## config.mk

```make
export PLATFORM = sky130hd
export DESIGN_NAME = iq_uart_framer
export DESIGN_NICKNAME = d
export VERILOG_FILES = /design/src/rtl/iq_uart_framer.sv
export SDC_FILE = /design/constraint.sdc
export NUM_CORES = 1
export LEC_CHECK = 0
export BUFFER_PORTS_ARGS = -buffer_cell sky130_fd_sc_hd__clkbuf_2
export CORE_UTILIZATION = 31
export DETAILED_ROUTE_END_ITERATION = 12
export GPL_TIMING_DRIVEN = 0
export PLACE_DENSITY_LB_ADDON = 0.1
export SYNTH_ARGS = -nofsm -noshare
export SYNTH_HDL_FRONTEND = slang
export SYNTH_SLANG_ARGS = --single-unit
```

## constraint.sdc

```tcl
create_clock -name clk -period 7.1 [get_ports clk]
set_clock_uncertainty 0.1 [all_clocks]
set_input_delay 1.42 -clock clk [delete_from_list [all_inputs] [get_ports clk]]
set_output_delay 1.42 -clock clk [all_outputs]
set_load 0.01 [all_outputs]
```

## src/rtl/iq_uart_framer.sv

```systemverilog
// Snapshot framer: NUM_CH samples per strobe are queued and sent as SYNC/SEQ/DATA/XOR frames over UART 8N1.
// First start bit 3 cycles after a strobe into an idle framer; strobes meeting a full FIFO are dropped and counted.
module iq_uart_framer #(
  parameter int          NUM_CH       = 2,
  parameter int          DATA_W       = 32,
  parameter int          CLKS_PER_BIT = 8,
  parameter int          FIFO_DEPTH   = 4,
  parameter logic [7:0]  SYNC_BYTE    = 8'hA5
) (
  input  logic                     clk,
  input  logic                     rst,
  input  logic                     enable,
  input  logic                     sample_stb,
  input  logic [NUM_CH*DATA_W-1:0] sample_data,
  output logic                     tx,
  output logic                     busy,
  output logic [15:0]              overflow_cnt,
  output logic [15:0]              frame_cnt
);
  localparam int SW      = NUM_CH * DATA_W;
  localparam int NB      = SW / 8;
  localparam int BPC     = DATA_W / 8;
  localparam int EW      = SW + 8;
  localparam int FRAME_W = (3 + NB) * 8;
  localparam int CW      = (CLKS_PER_BIT > 1) ? $clog2(CLKS_PER_BIT) : 1;
  localparam int BW      = $clog2(3 + NB);
  localparam logic [CW-1:0] LAST_CLK  = CW'(CLKS_PER_BIT - 1);
  localparam logic [BW-1:0] LAST_BYTE = BW'(2 + NB);

  typedef enum logic [2:0] {IDLE, LOAD, START, DATA, STOP} state_t;

  state_t             state_q, state_d;
  logic [CW-1:0]      clk_cnt_q, clk_cnt_d;
  logic [2:0]         bit_idx_q, bit_idx_d;
  logic [BW-1:0]      byte_idx_q, byte_idx_d;
  logic [FRAME_W-1:0] frame_q, frame_d, frame_img;
  logic [7:0]         shift_q, shift_d;
  logic               tx_q, tx_d;
  logic [15:0]        fcnt_q, fcnt_d;
  logic [15:0]        ovf_q;
  logic [7:0]         seq_q;
  logic [7:0]         csum, dbyte;
  logic               cap, wr_rdy, fifo_vld, pop, bit_end;
  logic [EW-1:0]      head;

  assign cap = sample_stb & enable;

  // seq advances on every enabled strobe, accepted or not, so drops show up as gaps downstream.
  always_ff @(posedge clk or posedge rst) begin
    if (rst) begin
      seq_q <= '0;
      ovf_q <= '0;
    end else if (cap) begin
      seq_q <= seq_q + 8'd1;
      if (!wr_rdy && ovf_q != 16'hFFFF) ovf_q <= ovf_q + 16'd1;
    end
  end

  iq_uart_fifo #(.W(EW), .DEPTH(FIFO_DEPTH)) u_fifo (
    .clk      (clk),
    .rst      (rst),
    .wr_vld_i (cap),
    .wr_rdy_o (wr_rdy),
    .wr_dat_i ({seq_q, sample_data}),
    .rd_vld_o (fifo_vld),
    .rd_rdy_i (pop),
    .rd_dat_o (head)
  );

  always_comb begin
    frame_img = '0;
    dbyte     = '0;
    csum      = head[EW-1 -: 8];
    frame_img[7:0]  = SYNC_BYTE;
    frame_img[15:8] = head[EW-1 -: 8];
    for (int j = 0; j < NB; j++) begin
      dbyte = head[(j / BPC) * DATA_W + DATA_W - 8 - 8 * (j % BPC) +: 8];
      frame_img[16 + 8 * j +: 8] = dbyte;
      csum = csum ^ dbyte;
    end
    frame_img[FRAME_W-8 +: 8] = csum;
  end

  assign bit_end = (clk_cnt_q == LAST_CLK);

  always_comb begin
    state_d    = state_q;
    clk_cnt_d  = clk_cnt_q;
    bit_idx_d  = bit_idx_q;
    byte_idx_d = byte_idx_q;
    frame_d    = frame_q;
    shift_d    = shift_q;
    fcnt_d     = fcnt_q;
    pop        = 1'b0;
    tx_d       = 1'b1;
    case (state_q)
      IDLE: if (fifo_vld) state_d = LOAD;
      LOAD: begin
        pop        = 1'b1;
        frame_d    = frame_img;
        byte_idx_d = '0;
        clk_cnt_d  = '0;
        state_d    = START;
      end
      START: begin
        if (bit_end) begin
          clk_cnt_d = '0;
          bit_idx_d = '0;
          shift_d   = frame_q[7:0];
          frame_d   = frame_q >> 8;
          state_d   = DATA;
        end else begin
          clk_cnt_d = clk_cnt_q + CW'(1);
        end
      end
      DATA: begin
        if (bit_end) begin
          clk_cnt_d = '0;
          shift_d   = shift_q >> 1;
          if (bit_idx_q == 3'd7) state_d = STOP;
          else bit_idx_d = bit_idx_q + 3'd1;
        end else begin
          clk_cnt_d = clk_cnt_q + CW'(1);
        end
      end
      STOP: begin
        if (bit_end) begin
          clk_cnt_d = '0;
          if (byte_idx_q < LAST_BYTE) begin
            byte_idx_d = byte_idx_q + BW'(1);
            state_d    = START;
          end else begin
            fcnt_d  = fcnt_q + 16'd1;
            state_d = IDLE;
          end
        end else begin
          clk_cnt_d = clk_cnt_q + CW'(1);
        end
      end
      default: state_d = IDLE;
    endcase
    // tx is registered from next state so the line is glitch-free and still changes on the state edge.
    if (state_d == START)     tx_d = 1'b0;
    else if (state_d == DATA) tx_d = shift_d[0];
  end

  always_ff @(posedge clk or posedge rst) begin
    if (rst) begin
      state_q    <= IDLE;
      clk_cnt_q  <= '0;
      bit_idx_q  <= '0;
      byte_idx_q <= '0;
      frame_q    <= '0;
      shift_q    <= '0;
      tx_q       <= 1'b1;
      fcnt_q     <= '0;
    end else begin
      state_q    <= state_d;
      clk_cnt_q  <= clk_cnt_d;
      bit_idx_q  <= bit_idx_d;
      byte_idx_q <= byte_idx_d;
      frame_q    <= frame_d;
      shift_q    <= shift_d;
      tx_q       <= tx_d;
      fcnt_q     <= fcnt_d;
    end
  end

  assign tx           = tx_q;
  assign busy         = (state_q != IDLE) | fifo_vld;
  assign overflow_cnt = ovf_q;
  assign frame_cnt    = fcnt_q;
endmodule

// Generic snapshot FIFO; write is accepted when full if a pop happens in the same cycle.
module iq_uart_fifo #(
  parameter int W     = 8,
  parameter int DEPTH = 4
) (
  input  logic         clk,
  input  logic         rst,
  input  logic         wr_vld_i,
  output logic         wr_rdy_o,
  input  logic [W-1:0] wr_dat_i,
  output logic         rd_vld_o,
  input  logic         rd_rdy_i,
  output logic [W-1:0] rd_dat_o
);
  localparam int AW = $clog2(DEPTH);

  logic [W-1:0] mem_q [DEPTH];
  logic [AW:0]  wr_ptr_q, rd_ptr_q;
  logic         empty, full, push, pop;

  assign empty    = (wr_ptr_q == rd_ptr_q);
  assign full     = (wr_ptr_q[AW] != rd_ptr_q[AW]) && (wr_ptr_q[AW-1:0] == rd_ptr_q[AW-1:0]);
  assign pop      = rd_rdy_i & ~empty;
  assign wr_rdy_o = ~full | pop;
  assign push     = wr_vld_i & wr_rdy_o;
  assign rd_vld_o = ~empty;
  assign rd_dat_o = mem_q[rd_ptr_q[AW-1:0]];

  always_ff @(posedge clk or posedge rst) begin
    if (rst) begin
      wr_ptr_q <= '0;
      rd_ptr_q <= '0;
    end else begin
      if (push) wr_ptr_q <= wr_ptr_q + (AW+1)'(1);
      if (pop)  rd_ptr_q <= rd_ptr_q + (AW+1)'(1);
    end
  end

  always_ff @(posedge clk) begin
    if (push) mem_q[wr_ptr_q[AW-1:0]] <= wr_dat_i;
  end
endmodule

```

==> impl_results.md <==
* Status: complete, no violations
* Slew HR at 41.4%
* Total length of routed wires at 43000 µm
* Crit. End Element: output pin
* Hold crit path type: flop to flop
* Setup TNS at 0 ns
* Final Cycle Share at 65.0%
* Total global routing overflow at 0
* Largest net degree at the start of global routing at 83
* Post-synthesis sequential area ratio at 68.9%
* Crit-path cells: buf_2 -> buf_2 -> xor2_1 -> or3b_2 -> or4_1 -> clkbuf_2
* Setup bufs post-CTS at 0
* Total number of vias at ~9.6k
* WL per Instance at 20.8 µm
* Top Family by Delay on Critical Path: simple AND/OR/NAND/NOR gates
* Total CTS buffers at 51
* Critical path origin: u_fifo.rd_ptr_q[1]
* Netlist cell types at 48
* Finished Cell Area at between 20000 and 25000 µm²
* Required time of the critical path at 5.58 ns
* Final Setup Violations at 0
* Cts repair resizes at 0
* Worst-case reg-to-reg path depth at 7
* Post-synth EDFFs at 288
* Clock Tree Buf Depth at 3
* Initial core utilization at between 30% and 40%
* Ys Warns at 0
* WP buf/inv at 3
* CP Launch Type: flop
* Top Metal Used: met5
* Cell Rows at 88
* WL met2 at 20100 µm
* # DRC at 0
* Yosys reg bits at 444
* Clock Pin Slew Worst Setup and Hold Paths at about 0.06 ns
* WL met1 at 20500 µm
* Critical setup path kind: flop to output pin
* Cell count after synthesis at 1094
* Die area at about 60000 µm²
* Crit path largest cell delay at 0.63 ns
* CORE AREA at 57900 µm²
* CTS tree: done
* Setup crit end: busy
* Fillers at 5622
* Fin. Hold Viols at 0
* Final GP Congestion at between 0.7 and 0.8
* NumNets Final at 1335
* Levels on crit path at 6
* CTS sink count at 444
* Final count of pins violating max slew at 0
* Synthesized cell area at 18200 µm²
* IO Count at just over 100
* Main synth FF type: edfxtp_1
* Leakage power at 8.41 nW
* Tot Pwr at 9.29 mW
* P&R area growth vs syn at 17.6%
* Setup WS pre-CTS at 3.05 ns
* RSZ-0062 raised after global routing: false
* Drt pass-1 iters at 4
* Slew @ Worst Pin at 0.876 ns
* 1st-iter DRT viols at 487
* First-pass GRT wire length at between 60000 and 70000 µm
* Post-synth ARST share at between 30% and 40%
* FF-to-FF setup slack at 3.71 ns
* Clk Latency, worst-skew pair at 0.60 ns
* Initial antenna violation count at 3
* Multi-input gate area at 5340 µm²
* Fmax at 217 MHz
* I/O Buffers at 101
* All-Layer GR Usage at 14.9%
* Most frequent CP cell: buf_2
* Post-DP HPWL at 28400 µm
* Critical R2R Launch: u_fifo.rd_ptr_q[1]
* CTS hold repair buffers at 0
* Average size of a mapped cell at 16.6 µm²
* Die width at 244 µm
* Peak supply drop at 0.000216 V
* Worst path slowest cell: or3b_2
* Vias in the first global route at ~10k
* Met3 wire length at 1440 µm
* DP Area at just under 20000 µm²
* Register area at 12600 µm²
* Worst Setup Slack, final at 2.49 ns
* R2r endpoint: u_fifo.mem_q[0][37]
* PD cells at 434 nW/µm²
* Data arrival, critical path at 3.09 ns
* Mapped Nets at 1176
* Die height at 244 µm
* H-tree levels at 2
* Fraction of layout cells with a size suffix above 1 at ~23%
* Crit-path max FO at 10
* CTS Root Cell: clkbuf_16
* Fin crit period at 4.61 ns
* Antenna Nets Post-Route at 0
* Max_cap viols at 0
* Via density at 4.65
==> kinds of logic after synthesis <==
| kind of cell | after synthesis | synth area share [%] |
|---|---|---|
| flip-flops | 444 | 68.9 |
| AND/OR/NAND/NOR | 192 | 4.86 |
| multiplexers | 158 | 13.8 |
| AO/OA/AOI/OAI | 121 | 3.74 |
| XOR/XNOR | 102 | 5.88 |
| buffers and inverters | 63 | 1.81 |
| adder cells (fa/ha/maj) | 14 | 0.962 |
==> sequential cells by signal, indices dropped and copies added, names as in the netlist <==
| signal | cells |
|---|---|
| frame_q | 88 |
| u_fifo.wr_ptr_q | 3 |
| shift_q | 8 |
| tx | 1 |
| clk_cnt_q | 3 |
| bit_idx_q | 3 |
| u_fifo.mem_q | 288 |
| seq_q | 8 |
| overflow_cnt | 16 |
| u_fifo.rd_ptr_q | 3 |
| state_q | 3 |
| frame_cnt | 16 |
| byte_idx_q | 4 |
==> cell usage after synthesis, types with 2 or more instances <==
| library cell | number | area [µm²] |
|---|---|---|
| nor3b_1 | 2 | 15.0 |
| buf_6 | 5 | 56.3 |
| nand3_1 | 9 | 45.0 |
| nand4_1 | 10 | 62.6 |
| o21ai_0 | 88 | 440 |
| inv_1 | 13 | 48.8 |
| or2_2 | 2 | 12.5 |
| edfxtp_1 | 288 | 8650 |
| nand2b_1 | 3 | 18.8 |
| mux2_2 | 5 | 56.3 |
| clkbuf_1 | 22 | 82.6 |
| nand2_1 | 109 | 409 |
| o21a_1 | 2 | 15.0 |
| xnor2_2 | 8 | 130 |
| a22o_1 | 12 | 105 |
| and4_1 | 4 | 35.0 |
| o2111ai_1 | 2 | 17.5 |
| mux4_2 | 65 | 1460 |
| a21oi_1 | 10 | 50.1 |
| nor3_1 | 12 | 60.1 |
| dfrtp_1 | 155 | 3880 |
| xnor2_1 | 54 | 473 |
| nand3b_1 | 2 | 15.0 |
| xor2_1 | 31 | 272 |
| mux2i_1 | 81 | 811 |
| buf_2 | 15 | 75.1 |
| xnor3_1 | 8 | 180 |
| and3_1 | 5 | 31.3 |
| ha_1 | 14 | 175 |
| buf_1 | 5 | 18.8 |
| nor2_1 | 20 | 75.1 |
| o22ai_1 | 3 | 18.8 |
| buf_12 | 2 | 40.0 |
| mux4_1 | 7 | 184 |
| and2_1 | 8 | 50.1 |
==> worst min-delay path by stage <==
stage                        startpoint            end  slack [ns]  cells past startpoint
after floorplan            clk_cnt_q[0]   clk_cnt_q[0]        0.35                      1
after global placement      frame_q[21]    frame_q[21]        0.36                      2
after detailed placement  frame_cnt[15]  frame_cnt[15]        0.37                      1
after CTS                 frame_cnt[15]  frame_cnt[15]        0.38                      1
after global routing        frame_q[12]    frame_q[12]        0.40                      2
final                     frame_cnt[15]  frame_cnt[15]        0.37                      1
==> layout make-up <==
class / instances / share of cell area [%]
well taps: 765 / 4.47
plain buffers: 50 / 1.31
repair buffers: 106 / 3.00
multi-input cells: 587 / 24.9
flip-flops and latches: 444 / 58.6
diodes: 1 / 0.0117
inverters: 13 / 0.263
clock inverters: 21 / 0.818
clock buffers: 74 / 6.59
==> metal layers <==
layer  vias up  track usage [%]
met3        54             2.35
met2       153             23.5
met1      4926             21.0
met4         4             4.52
met5         -                0
li1       4443                -
==> layout by cell type, fill, tap and decap left out, types with 7 or more instances in the layout <==
cell type  Yosys  layout
inv_1         13      12
buf_2         15      15
a22o_1        12      12
mux4_2        65      65
clkinv_2       0      10
nor2_1        20      20
clkbuf_2       0     101
ha_1          14      14
nor3_1        12      12
clkbuf_1      22      40
mux2i_1       81      81
edfxtp_1     288     288
a21oi_1       10      10
mux4_1         7       7
dfrtp_1      155     155
xnor2_1       54      54
clkbuf_16      0      51
xnor2_2        8       8
nand3_1        9       9
nand2_1      109     109
o21ai_0       88      88
xnor3_1        8       8
xor2_1        31      31
nand4_1       10      10
==> power breakdown <==
group          internal (mW)  leakage [nW]  switching [mW]
Sequential              3.30          4.61           0.251
Clock                   1.46         0.778            1.06
Combinational           1.48          3.02            1.75
Total                   6.23          8.41            3.06
==> stage by stage <==
stage / utilization [%] / std cells / hold WS, ns
after detailed placement: 34.2 / 1965 / 0.370
after global routing: 37.0 / 2060 / 0.399
after floorplan: - / 1094 / 0.346
after CTS: 37.0 / 2060 / 0.381
final: 37.0 / 2061 / 0.371
after global placement: 34.0 / 1960 / 0.361
Note: power is estimated with default switching activity, not from simulation.
